<file path="config.mk">
export PLATFORM = sky130hd
export DESIGN_NAME = wall_round_sequencer
export DESIGN_NICKNAME = d
export VERILOG_FILES = /design/src/rtl/wall_round_sequencer.sv
export SDC_FILE = /design/constraint.sdc
export NUM_CORES = 1
export LEC_CHECK = 0
export ABC_AREA = 0
export BUFFER_PORTS_ARGS = -buffer_cell sky130_fd_sc_hd__buf_4
export CAP_MARGIN = 10
export CORE_UTILIZATION = 37
export DETAILED_ROUTE_END_ITERATION = 10
export PLACE_DENSITY = 0.63
export SLEW_MARGIN = 20
export SYNTH_ARGS = -nofsm -noshare
export SYNTH_HDL_FRONTEND = slang
export SYNTH_SLANG_ARGS = --single-unit
</file>
<file path="constraint.sdc">
create_clock -name clk_in -period 6.15 [get_ports clk_in]
set_clock_uncertainty 0.15 [all_clocks]
set_input_delay 1.23 -clock clk_in [delete_from_list [all_inputs] [get_ports clk_in]]
set_output_delay 1.23 -clock clk_in [all_outputs]
set_load 0.005 [all_outputs]
</file>
<file path="src/rtl/wall_round_sequencer.sv">
// Game-level sequencer for the hole-in-the-wall datapath: countdown, wall approach, judging, result and game over.
// Optional build macro PAUSE_EN adds pause_in, which freezes all frame-driven progress while high.
module wall_round_sequencer #(
  parameter int unsigned GOAL_DEPTH               = 60,
  parameter int unsigned GOAL_DEPTH_DELTA         = 10,
  parameter int unsigned MAX_WALL_DEPTH           = 75,
  parameter int unsigned MAX_FRAMES_PER_WALL_TICK = 15,
  parameter int unsigned MIN_FRAMES_PER_WALL_TICK = 3,
  parameter int unsigned ROUNDS_PER_LEVEL         = 3,
  parameter int unsigned NUM_WALLS                = 10,
  parameter int unsigned START_LIVES              = 3,
  parameter int unsigned COUNTDOWN_FRAMES         = 180,
  parameter int unsigned RESULT_FRAMES            = 60,
  parameter int unsigned COLLISION_THRESH         = 64
) (
  input  logic       clk_in,
  input  logic       rst_in,
  input  logic       start_in,
  input  logic       new_frame_in,
  input  logic       collision_in,
`ifdef PAUSE_EN
  input  logic       pause_in,
`endif
  output logic [7:0] wall_depth_out,
  output logic [3:0] wall_idx_out,
  output logic       wall_visible_out,
  output logic       judge_window_out,
  output logic [3:0] frames_per_tick_out,
  output logic [7:0] score_out,
  output logic [1:0] lives_out,
  output logic [7:0] round_out,
  output logic [2:0] game_state_out,
  output logic       round_pass_pulse_out,
  output logic       round_fail_pulse_out
);

  typedef enum logic [2:0] {
    IDLE      = 3'd0,
    COUNTDOWN = 3'd1,
    ADVANCE   = 3'd2,
    RESULT    = 3'd3,
    GAME_OVER = 3'd4
  } state_t;

  localparam logic [7:0]  WIN_LO     = 8'(GOAL_DEPTH - GOAL_DEPTH_DELTA);
  localparam logic [7:0]  WIN_HI     = 8'(GOAL_DEPTH + GOAL_DEPTH_DELTA);
  localparam logic [7:0]  LAST_DEPTH = 8'(MAX_WALL_DEPTH - 1);
  localparam logic [3:0]  FPT_MAX    = 4'(MAX_FRAMES_PER_WALL_TICK);
  localparam logic [3:0]  FPT_MIN    = 4'(MIN_FRAMES_PER_WALL_TICK);
  localparam logic [7:0]  LVL_LAST   = 8'(ROUNDS_PER_LEVEL - 1);
  localparam logic [3:0]  IDX_LAST   = 4'(NUM_WALLS - 1);
  localparam logic [1:0]  LIVES_INIT = 2'(START_LIVES);
  localparam logic [7:0]  CD_LAST    = 8'(COUNTDOWN_FRAMES - 1);
  localparam logic [7:0]  RES_LAST   = 8'(RESULT_FRAMES - 1);
  localparam logic [15:0] HIT_THRESH = 16'(COLLISION_THRESH);

  function automatic logic [7:0] sat_inc8(input logic [7:0] v);
    return (v == 8'hFF) ? v : v + 8'd1;
  endfunction

  function automatic logic [15:0] sat_inc16(input logic [15:0] v, input logic en);
    return (en && v != 16'hFFFF) ? v + 16'd1 : v;
  endfunction

  function automatic logic [1:0] dec_lives(input logic [1:0] v);
    return (v == 2'd0) ? 2'd0 : v - 2'd1;
  endfunction

  function automatic logic [3:0] dec_fpt(input logic [3:0] v);
    return (v <= FPT_MIN) ? FPT_MIN : v - 4'd1;
  endfunction

  function automatic logic in_window(input logic [7:0] d);
    return (d >= WIN_LO) && (d <= WIN_HI);
  endfunction

  state_t      state, state_nxt;
  logic [7:0]  depth, depth_nxt;
  logic [3:0]  tick, tick_nxt;
  logic [3:0]  fpt, fpt_nxt;
  logic [3:0]  idx, idx_nxt;
  logic [7:0]  score, score_nxt;
  logic [1:0]  lives, lives_nxt;
  logic [7:0]  round_cnt, round_nxt;
  logic [7:0]  lvl_cnt, lvl_nxt;
  logic [7:0]  frame_cnt, frame_nxt;
  logic [15:0] coll_cnt, coll_nxt, coll_sum;
  logic        hit, hit_nxt, hit_now;
  logic        pass_p, pass_nxt, fail_p, fail_nxt;
  logic        visible, visible_nxt, judge, judge_nxt;
  logic        freeze, frame, coll;

`ifdef PAUSE_EN
  assign freeze = pause_in && (state == COUNTDOWN || state == ADVANCE || state == RESULT);
`else
  assign freeze = 1'b0;
`endif

  assign frame    = new_frame_in && !freeze;
  assign coll     = collision_in && !freeze && (state == ADVANCE) && in_window(depth);
  assign coll_sum = sat_inc16(coll_cnt, coll);

  always_comb begin
    state_nxt = state;
    depth_nxt = depth;
    tick_nxt  = tick;
    fpt_nxt   = fpt;
    idx_nxt   = idx;
    score_nxt = score;
    lives_nxt = lives;
    round_nxt = round_cnt;
    lvl_nxt   = lvl_cnt;
    frame_nxt = frame_cnt;
    coll_nxt  = coll_cnt;
    hit_nxt   = hit;
    hit_now   = hit;
    pass_nxt  = 1'b0;
    fail_nxt  = 1'b0;
    case (state)
      IDLE, GAME_OVER: begin
        if (start_in) begin
          state_nxt = COUNTDOWN;
          score_nxt = 8'd0;
          lives_nxt = LIVES_INIT;
          round_nxt = 8'd0;
          idx_nxt   = 4'd0;
          fpt_nxt   = FPT_MAX;
          lvl_nxt   = 8'd0;
          frame_nxt = 8'd0;
        end
      end
      COUNTDOWN: begin
        if (frame) begin
          if (frame_cnt == CD_LAST) begin
            state_nxt = ADVANCE;
            frame_nxt = 8'd0;
            depth_nxt = 8'd0;
            tick_nxt  = 4'd0;
            hit_nxt   = 1'b0;
            coll_nxt  = 16'd0;
          end else begin
            frame_nxt = frame_cnt + 8'd1;
          end
        end
      end
      ADVANCE: begin
        coll_nxt = coll_sum;
        if (frame) begin
          // The collision arriving with the frame strobe still counts toward this frame
          hit_now  = hit || (coll_sum >= HIT_THRESH);
          hit_nxt  = hit_now;
          coll_nxt = 16'd0;
          if (tick == fpt - 4'd1) begin
            tick_nxt  = 4'd0;
            depth_nxt = depth + 8'd1;
            if (depth + 8'd1 == LAST_DEPTH) begin
              state_nxt = RESULT;
              frame_nxt = 8'd0;
              round_nxt = round_cnt + 8'd1;
              idx_nxt   = (idx == IDX_LAST) ? 4'd0 : idx + 4'd1;
              if (hit_now) begin
                fail_nxt  = 1'b1;
                lives_nxt = dec_lives(lives);
              end else begin
                pass_nxt  = 1'b1;
                score_nxt = sat_inc8(score);
                if (lvl_cnt == LVL_LAST) begin
                  lvl_nxt = 8'd0;
                  fpt_nxt = dec_fpt(fpt);
                end else begin
                  lvl_nxt = lvl_cnt + 8'd1;
                end
              end
            end
          end else begin
            tick_nxt = tick + 4'd1;
          end
        end
      end
      RESULT: begin
        if (frame) begin
          if (frame_cnt == RES_LAST) begin
            frame_nxt = 8'd0;
            if (lives == 2'd0) begin
              state_nxt = GAME_OVER;
            end else begin
              state_nxt = ADVANCE;
              depth_nxt = 8'd0;
              tick_nxt  = 4'd0;
              hit_nxt   = 1'b0;
              coll_nxt  = 16'd0;
            end
          end else begin
            frame_nxt = frame_cnt + 8'd1;
          end
        end
      end
      default: state_nxt = IDLE;
    endcase
    visible_nxt = (state_nxt == ADVANCE);
    judge_nxt   = in_window(depth_nxt);
  end

  always_ff @(posedge clk_in or negedge rst_in) begin
    if (!rst_in) begin
      state     <= IDLE;
      depth     <= 8'd0;
      tick      <= 4'd0;
      fpt       <= FPT_MAX;
      idx       <= 4'd0;
      score     <= 8'd0;
      lives     <= LIVES_INIT;
      round_cnt <= 8'd0;
      lvl_cnt   <= 8'd0;
      frame_cnt <= 8'd0;
      coll_cnt  <= 16'd0;
      hit       <= 1'b0;
      pass_p    <= 1'b0;
      fail_p    <= 1'b0;
      visible   <= 1'b0;
      judge     <= 1'b0;
    end else begin
      state     <= state_nxt;
      depth     <= depth_nxt;
      tick      <= tick_nxt;
      fpt       <= fpt_nxt;
      idx       <= idx_nxt;
      score     <= score_nxt;
      lives     <= lives_nxt;
      round_cnt <= round_nxt;
      lvl_cnt   <= lvl_nxt;
      frame_cnt <= frame_nxt;
      coll_cnt  <= coll_nxt;
      hit       <= hit_nxt;
      pass_p    <= pass_nxt;
      fail_p    <= fail_nxt;
      visible   <= visible_nxt;
      judge     <= judge_nxt;
    end
  end

  assign wall_depth_out       = depth;
  assign wall_idx_out         = idx;
  assign wall_visible_out     = visible;
  assign judge_window_out     = judge;
  assign frames_per_tick_out  = fpt;
  assign score_out            = score;
  assign lives_out            = lives;
  assign round_out            = round_cnt;
  assign game_state_out       = state;
  assign round_pass_pulse_out = pass_p;
  assign round_fail_pulse_out = fail_p;

endmodule

</file>
==> reports/qor.csv, run 1 <==
metric,value,unit
CTS root buffer,clkbuf_16,
initial antenna violation count,0,
Crit path required time,6200,ps
Synth Register Bits,78,
Place WS,2280,ps
routed wire length,12.2,mm
R2R cell count,8,
largest stage delay on the critical path,680,ps
Yosys Warn Count,0,
clock slew at reported path FFs,60,ps
crit path max-delay cell type,or3b_1,
# clock sinks,78,
Row Count,41,
Fillers,1239,
Setup CP Type,flip-flop to flip-flop,
number of flops mapped to enable cells by yosys,0,
Setup TNS Final,0,ps
Core Box Area,12700,sq um
worst hold start,lvl_cnt[7],
reg2reg setup slack,2310,ps
Max Fclk,260,MHz
post-synth top area share,37.2,%
Synth Area in XOR/XNOR,3.36,%
start point of the critical path,game_state_out[2],
initial DRC count,312,
Post-Synthesis Mean Instance Area,8.87,sq um
Worst Slack Setup Final,2310,ps
FF-to-FF Start,game_state_out[2],
Total Power,1100,uW
gpl congestion,0.872,
Post-synth ARST share,100,%
Netlist cell types,76,
fin cells,756,
mux contribution to synthesized area,2.02,%
DP Cell Count,740,
Vias/cell,5.66,
unrepaired setup endpoints after global routing,false,
synth top area cells,"dfrtp_1 37%, nand2_1 4.7%, nor2_1 4.0%",
Initial Utilization,38.2,%
Synth Area in Compound Gates,19.3,%
layout cells sized above 1,15.2,%
PD cells,197,nW/um^2
Final #Nets,597,
TritonCTS clock tree,built,
footprint of the multi-input gates,2710,sq um
"Top FF cell, synth",dfrtp_1,
cts hold-fix bufs,0,
Hold Crit Class,flip-flop to flip-flop,
first-pass GRT wire length,19.7,mm
worst-path maximum fanout,13,
Reg-to-Reg End,score_out[7],
hold endpoint,lvl_cnt[7],
sequential fraction of the synthesis area,40.5,%
CTS max path bufs,2,
DP HPWL,8.55,mm
Post-CTS Resized,0,
Mapped Area,4840,sq um
Worst EP arrival,3890,ps
postcts setup bufs,0,
DRC Markers,0,
vias in the first global route,3915,
Leakage,0.00237,uW
DIE WIDTH,116,um
Crit. End Element,flip-flop,
Worst Tran Pin Value,1040,ps
largest family of logic cells by synthesized area,simple AND/OR/NAND/NOR gates,
Max Cap Viol,0,
crit path time final,3840,ps
DR vias,4279,
top post-synthesis cells by count,"72 x dfrtp_1, 61 x nand2_1, 51 x nor2_1, 36 x o21ai_0, 25 x nand3_1",
status,finished clean,
post-synth top area cell,dfrtp_1,
First-pass DRT Iterations,5,
endpoints failing hold,0,
crit-path cells,or3b_1 > nor3b_2 > nand4_1 > or4_4 > a21oi_2 > nand3_2 > nor4b_1 > nor3_1,
Antenna Diode Count,0,
FF/Latch Area,1960,sq um
fin crit share,62.4,%
Num CTS Buffers,9,
Clock Latency Late Sink,350,ps
syn nets,564,
Die H,116,um
WL/cell,16.1,um
Synth Area in Adders,3.36,%
total track usage,18.9,%
max_slew headroom,29.7,%
Area growth syn-to-layout,15.1,%
largest net degree at the start of global routing,79,
io pins,46,
port bufs,45,
gr ovfl total,0,
final setup fails,0,
worst hold path depth,1,
Die ar.,13500,sq um
Peak VDD IR,0.137,mV
Cells after Synth,546,
"count leader, synth",dfrtp_1,
Antenna Violating Nets Remaining,0,
post-synthesis simple-gate area fraction,28.0,%
CP Launch Type,flip-flop,
H-tree Lvls,3,
Max Slew Vio Count,0,
[stage by stage]
step,utilization [%],hold WS (ps),cell area (sq um)
2_1_floorplan,-,293,4840
3_3_place_gp,41.9,325,5310
3_5_place_dp,41.9,321,5310
4_1_cts,44.0,332,5570
5_1_grt,44.0,354,5580
6_report,44.0,331,5580
[layer usage]
layer / wire length [um] / up-vias / GRT usage (%)
met2: 5670 / 122 / 29.8
met1: 5720 / 2073 / 25.4
met4: 174 / 0 / 7.69
met5: 0 / - / 0
met3: 600 / 11 / 3.79
li1: - / 2073 / -
[area by class of cell]
cell class                      instances  area share [%]
Inverter                               19            1.28
Timing Repair Buffer                   47            6.40
Clock inverter                          2           0.180
Multi-Input combinational cell        424            48.6
Clock buffer                           14            4.56
Tap cell                              172            3.86
Sequential cell                        78            35.1
[state kept, by name, indices dropped and copies added (netlist names), 2 cells and up]
| register | count |
|---|---|
| coll_cnt | 16 |
| wall_idx_out | 4 |
| tick | 4 |
| lvl_cnt | 8 |
| frames_per_tick_out | 4 |
| round_out | 8 |
| score_out | 8 |
| lives_out | 2 |
| wall_depth_out | 8 |
| game_state_out | 3 |
| frame_cnt | 8 |
[cell families (layout without fill, tap and decap cells)]
| family | Yosys count | in the layout |
|---|---|---|
| muxes | 9 | 9 |
| xor gates and xnor gates | 17 | 17 |
| AOI/OAI and AO/OA | 138 | 138 |
| and+or+nand+nor | 247 | 247 |
| adders and majority gates | 13 | 13 |
| buffers and inverters | 44 | 82 |
| DFF | 78 | 78 |
[worst max-delay path by stage]
stage / to / depth (start not counted)
2_1_floorplan: judge_window_out / 9
3_3_place_gp: judge_window_out / 9
3_5_place_dp: judge_window_out / 9
4_1_cts: score_out[7] / 8
5_1_grt: score_out[7] / 8
6_report: score_out[7] / 8
[critical path: cells and delay by family (launching register included)]
kind | cells | cell delay, ps
AO/OA/AOI/OAI | 1 | 350
AND/OR/NAND/NOR | 7 | 2650
flip-flops | 1 | 550
[power breakdown]
| part | internal [uW] | leakage [uW] | switching (uW) |
|---|---|---|---|
| combinational | 22.3 | 0.00121 | 29.3 |
| sequential | 529 | 0.00103 | 22.4 |
| clock | 284 | 0.000131 | 210 |
| total | 835 | 0.00237 | 262 |
[cells in the final DEF, fill, tap and decap left out, types with 3 or more instances in the layout]
cell / count
nand2_1: 61
inv_1: 19
o41ai_1: 5
and2_1: 4
o21a_1: 3
o31ai_1: 18
o21ai_1: 23
nor2_1: 51
nand3b_1: 3
nand4_1: 14
nor3_1: 16
xor2_1: 9
a22o_1: 4
o21ai_0: 36
nand2b_1: 9
nand3_1: 25
mux2i_1: 5
xnor2_1: 7
clkbuf_1: 4
nor3b_1: 3
a31oi_1: 11
buf_4: 46
dfrtp_1: 72
dfstp_2: 6
nor2b_1: 7
mux2_2: 3
a21oi_1: 13
or3_1: 4
ha_1: 13
clkbuf_16: 9
nor4_1: 3
and4_1: 7
and3_1: 15
No activity file was read; power rests on OpenSTA's default activity.
==> inputs of run 2 (changes only) <==
- PLACE_DENSITY: 0.63 -> 0.65
- clock period: 6.15 -> 3.5 ns (I/O delays scaled with it)
==> run 2 against run 1 <==
  * Worst hold slack got worse by 86 ps
  * Via count rose by 0.72%
  * Flip-flop and latch count unchanged
  * Total power up 98%
  * Global-route usage up 0.62 points
  * Critical path depth increased by 2
  * Cell count is 3.0% higher
  * Clock power rose by 120%
  * First-iteration DRC count down 37%
  * Routed wire length increased by 1.5%
  * Register-to-register slack got worse by 2100 ps
==> reports/qor.csv, run 2 (same netlist as run 1, synthesis figures left out) <==
metric,value,unit,change
CTS root buffer,clkbuf_16,,unchanged
gr ovfl total,0,,unchanged
Antenna Violating Nets Remaining,0,,unchanged
io pins,46,,unchanged
largest net degree at the start of global routing,79,,unchanged
Fillers,1211,,was 1239
Initial Utilization,38.2,%,unchanged
routed wire length,12.4,mm,was 12.2 mm
PD cells,372,nW/um^2,was 197 nW/um^2
Num CTS Buffers,9,,unchanged
max_slew headroom,46.2,%,was 29.7%
Worst EP arrival,3360,ps,was 3890 ps
DRC Markers,0,,unchanged
DP HPWL,8.89,mm,was 8.55 mm
"most used cell, CP",a21oi_1,,
WL/cell,15.9,um,was 16.1 um
Max Fclk,304,MHz,was 260 MHz
Die ar.,13500,sq um,unchanged
postcts setup bufs,0,,unchanged
Crit. End Element,flip-flop,,unchanged
crit path max-delay cell type,dfrtp_1,,was or3b_1
CP Launch Type,flip-flop,,unchanged
vias in the first global route,4010,,was 3915
largest register by flop count,coll_cnt,,unchanged
gpl congestion,0.936,,was 0.872
Crit path required time,3570,ps,was 6200 ps
unrepaired setup endpoints after global routing,false,,unchanged
first-pass GRT wire length,20.3,mm,was 19.7 mm
DIE WIDTH,116,um,unchanged
Post-CTS Resized,0,,unchanged
final setup fails,0,,unchanged
largest stage delay on the critical path,440,ps,was 680 ps
crit path time final,3280,ps,was 3840 ps
clock slew at reported path FFs,60,ps,about the same
H-tree Lvls,3,,unchanged
Core Box Area,12700,sq um,unchanged
First-pass DRT Iterations,5,,unchanged
layout cells sized above 1,19.1,%,was 15.2%
initial DRC count,198,,was 312
Max Slew Vio Count,0,,unchanged
buffers plus inverters on the worst setup path,1,,was 0
Worst Tran Pin Value,800,ps,was 1040 ps
Crit path max-delay family,compound AO/OA/AOI/OAI gates,,was simple AND/OR/NAND/NOR gates
"most common cell after layout, fill and taps aside",dfrtp_1,,unchanged
Final #Nets,620,,was 597
CTS max path bufs,2,,unchanged
endpoints failing hold,0,,unchanged
initial antenna violation count,0,,unchanged
Clock Latency Late Sink,340,ps,was 350 ps
status,finished clean,,unchanged
"commonest cells after routing, fill and taps aside","72 x dfrtp_1, 69 x buf_4, 61 x nand2_1",,"was 72 x dfrtp_1, 61 x nand2_1, 51 x nor2_1"
Setup CP Type,flip-flop to flip-flop,,unchanged
max FFs per register,16,,unchanged
cts hold-fix bufs,0,,unchanged
port bufs,45,,unchanged
Die H,116,um,unchanged
Vias/cell,5.53,,was 5.66
final core utilization,46.1,%,was 44.0%
# clock sinks,78,,unchanged
crit-path cells,buf_4 > ha_1 > and3_1 > a21oi_1 > o32a_1 > or3_1 > a2111oi_4 > a21oi_1 > o21ai_1 > o31ai_2,,was or3b_1 > nor3b_2 > nand4_1 > or4_4 > a21oi_2 > nand3_2 > nor4b_1 > nor3_1
total track usage,19.5,%,was 18.9%
worst-path maximum fanout,8,,was 13
Hold Crit Class,primary input to asynchronous set/reset pin,,was flip-flop to flip-flop
TritonCTS clock tree,built,,unchanged
Area growth syn-to-layout,20.6,%,was 15.1%
Antenna Diode Count,0,,unchanged
Row Count,41,,unchanged
Setup TNS Final,0,ps,unchanged
DR vias,4310,,was 4279
Max Cap Viol,0,,unchanged
Peak VDD IR,0.232,mV,was 0.137 mV
Leakage,0.00252,uW,was 0.00237 uW
fin crit share,93.8,%,was 62.4%
-- run 2: routing by layer --
layer  global-route usage (%)  share of wire [%]  vias to the layer above
met3                     4.72                4.4                       12
met5                        0                  0                        -
met4                     8.03                1.6                        0
met1                     26.1                 48                     2099
met2                     30.3                 46                       86
li1                         -                  -                     2113
-- run 2: worst reg2reg max path: stages (launching register included) --
cell       delay (ps)
dfrtp_1           440
buf_4             180
ha_1              280
and3_1            260
a21oi_1           100
o32a_1            340
or3_1             430
a2111oi_4         360
a21oi_1           290
o21ai_1           240
o31ai_2            90
-- run 2: per-stage QoR --
step                      setup WS (ps)  instance area (sq um)  instances  hold WS (ps)  power (uW)
final                               216                   5840        779           245        2170
after global routing               14.7                   5840        779           299        2260
after CTS                           222                   5840        779           336        2210
after detailed placement            227                   5480        763           323        1080
after global placement              244                   5480        763           319        1070
after floorplan                     303                   4840        546           254        1030
-- run 2: where the power goes --
group | leakage (uW) | switching (uW) | total [uW] | internal, uW
logic | 0.00132 | 52.6 | 93.0 | 40.3
registers | 0.00103 | 36.6 | 965 | 929
clock network | 0.000168 | 377 | 1110 | 735
total | 0.00252 | 466 | 2170 | 1700
-- run 2: final timing paths --
| path | from | end | slack [ps] | cells after the start |
|---|---|---|---|---|
| worst max-delay path | wall_depth_out[1] | lvl_cnt[6] | 220 | 10 |
| worst min-delay path | rst_in | coll_cnt[5] | 250 | 1 |
| worst max register to register | wall_depth_out[1] | lvl_cnt[6] | 220 | 10 |
| worst min register to register | lvl_cnt[7] | lvl_cnt[7] | 340 | 1 |
| max in group asynchronous | rst_in | round_out[4] | 2460 | 1 |
| min in group clk_in | lvl_cnt[7] | lvl_cnt[7] | 340 | 1 |
-- run 2: area by class of cell --
type	count	area (sq um)	area share, %
multi-input cells	424	2710	46.4
repair buffers	70	529	9.06
inverters	19	71.3	1.22
flip-flops and latches	78	1960	33.5
clock buffers	11	253	4.33
well taps	172	215	3.68
clock inverters	5	105	1.80
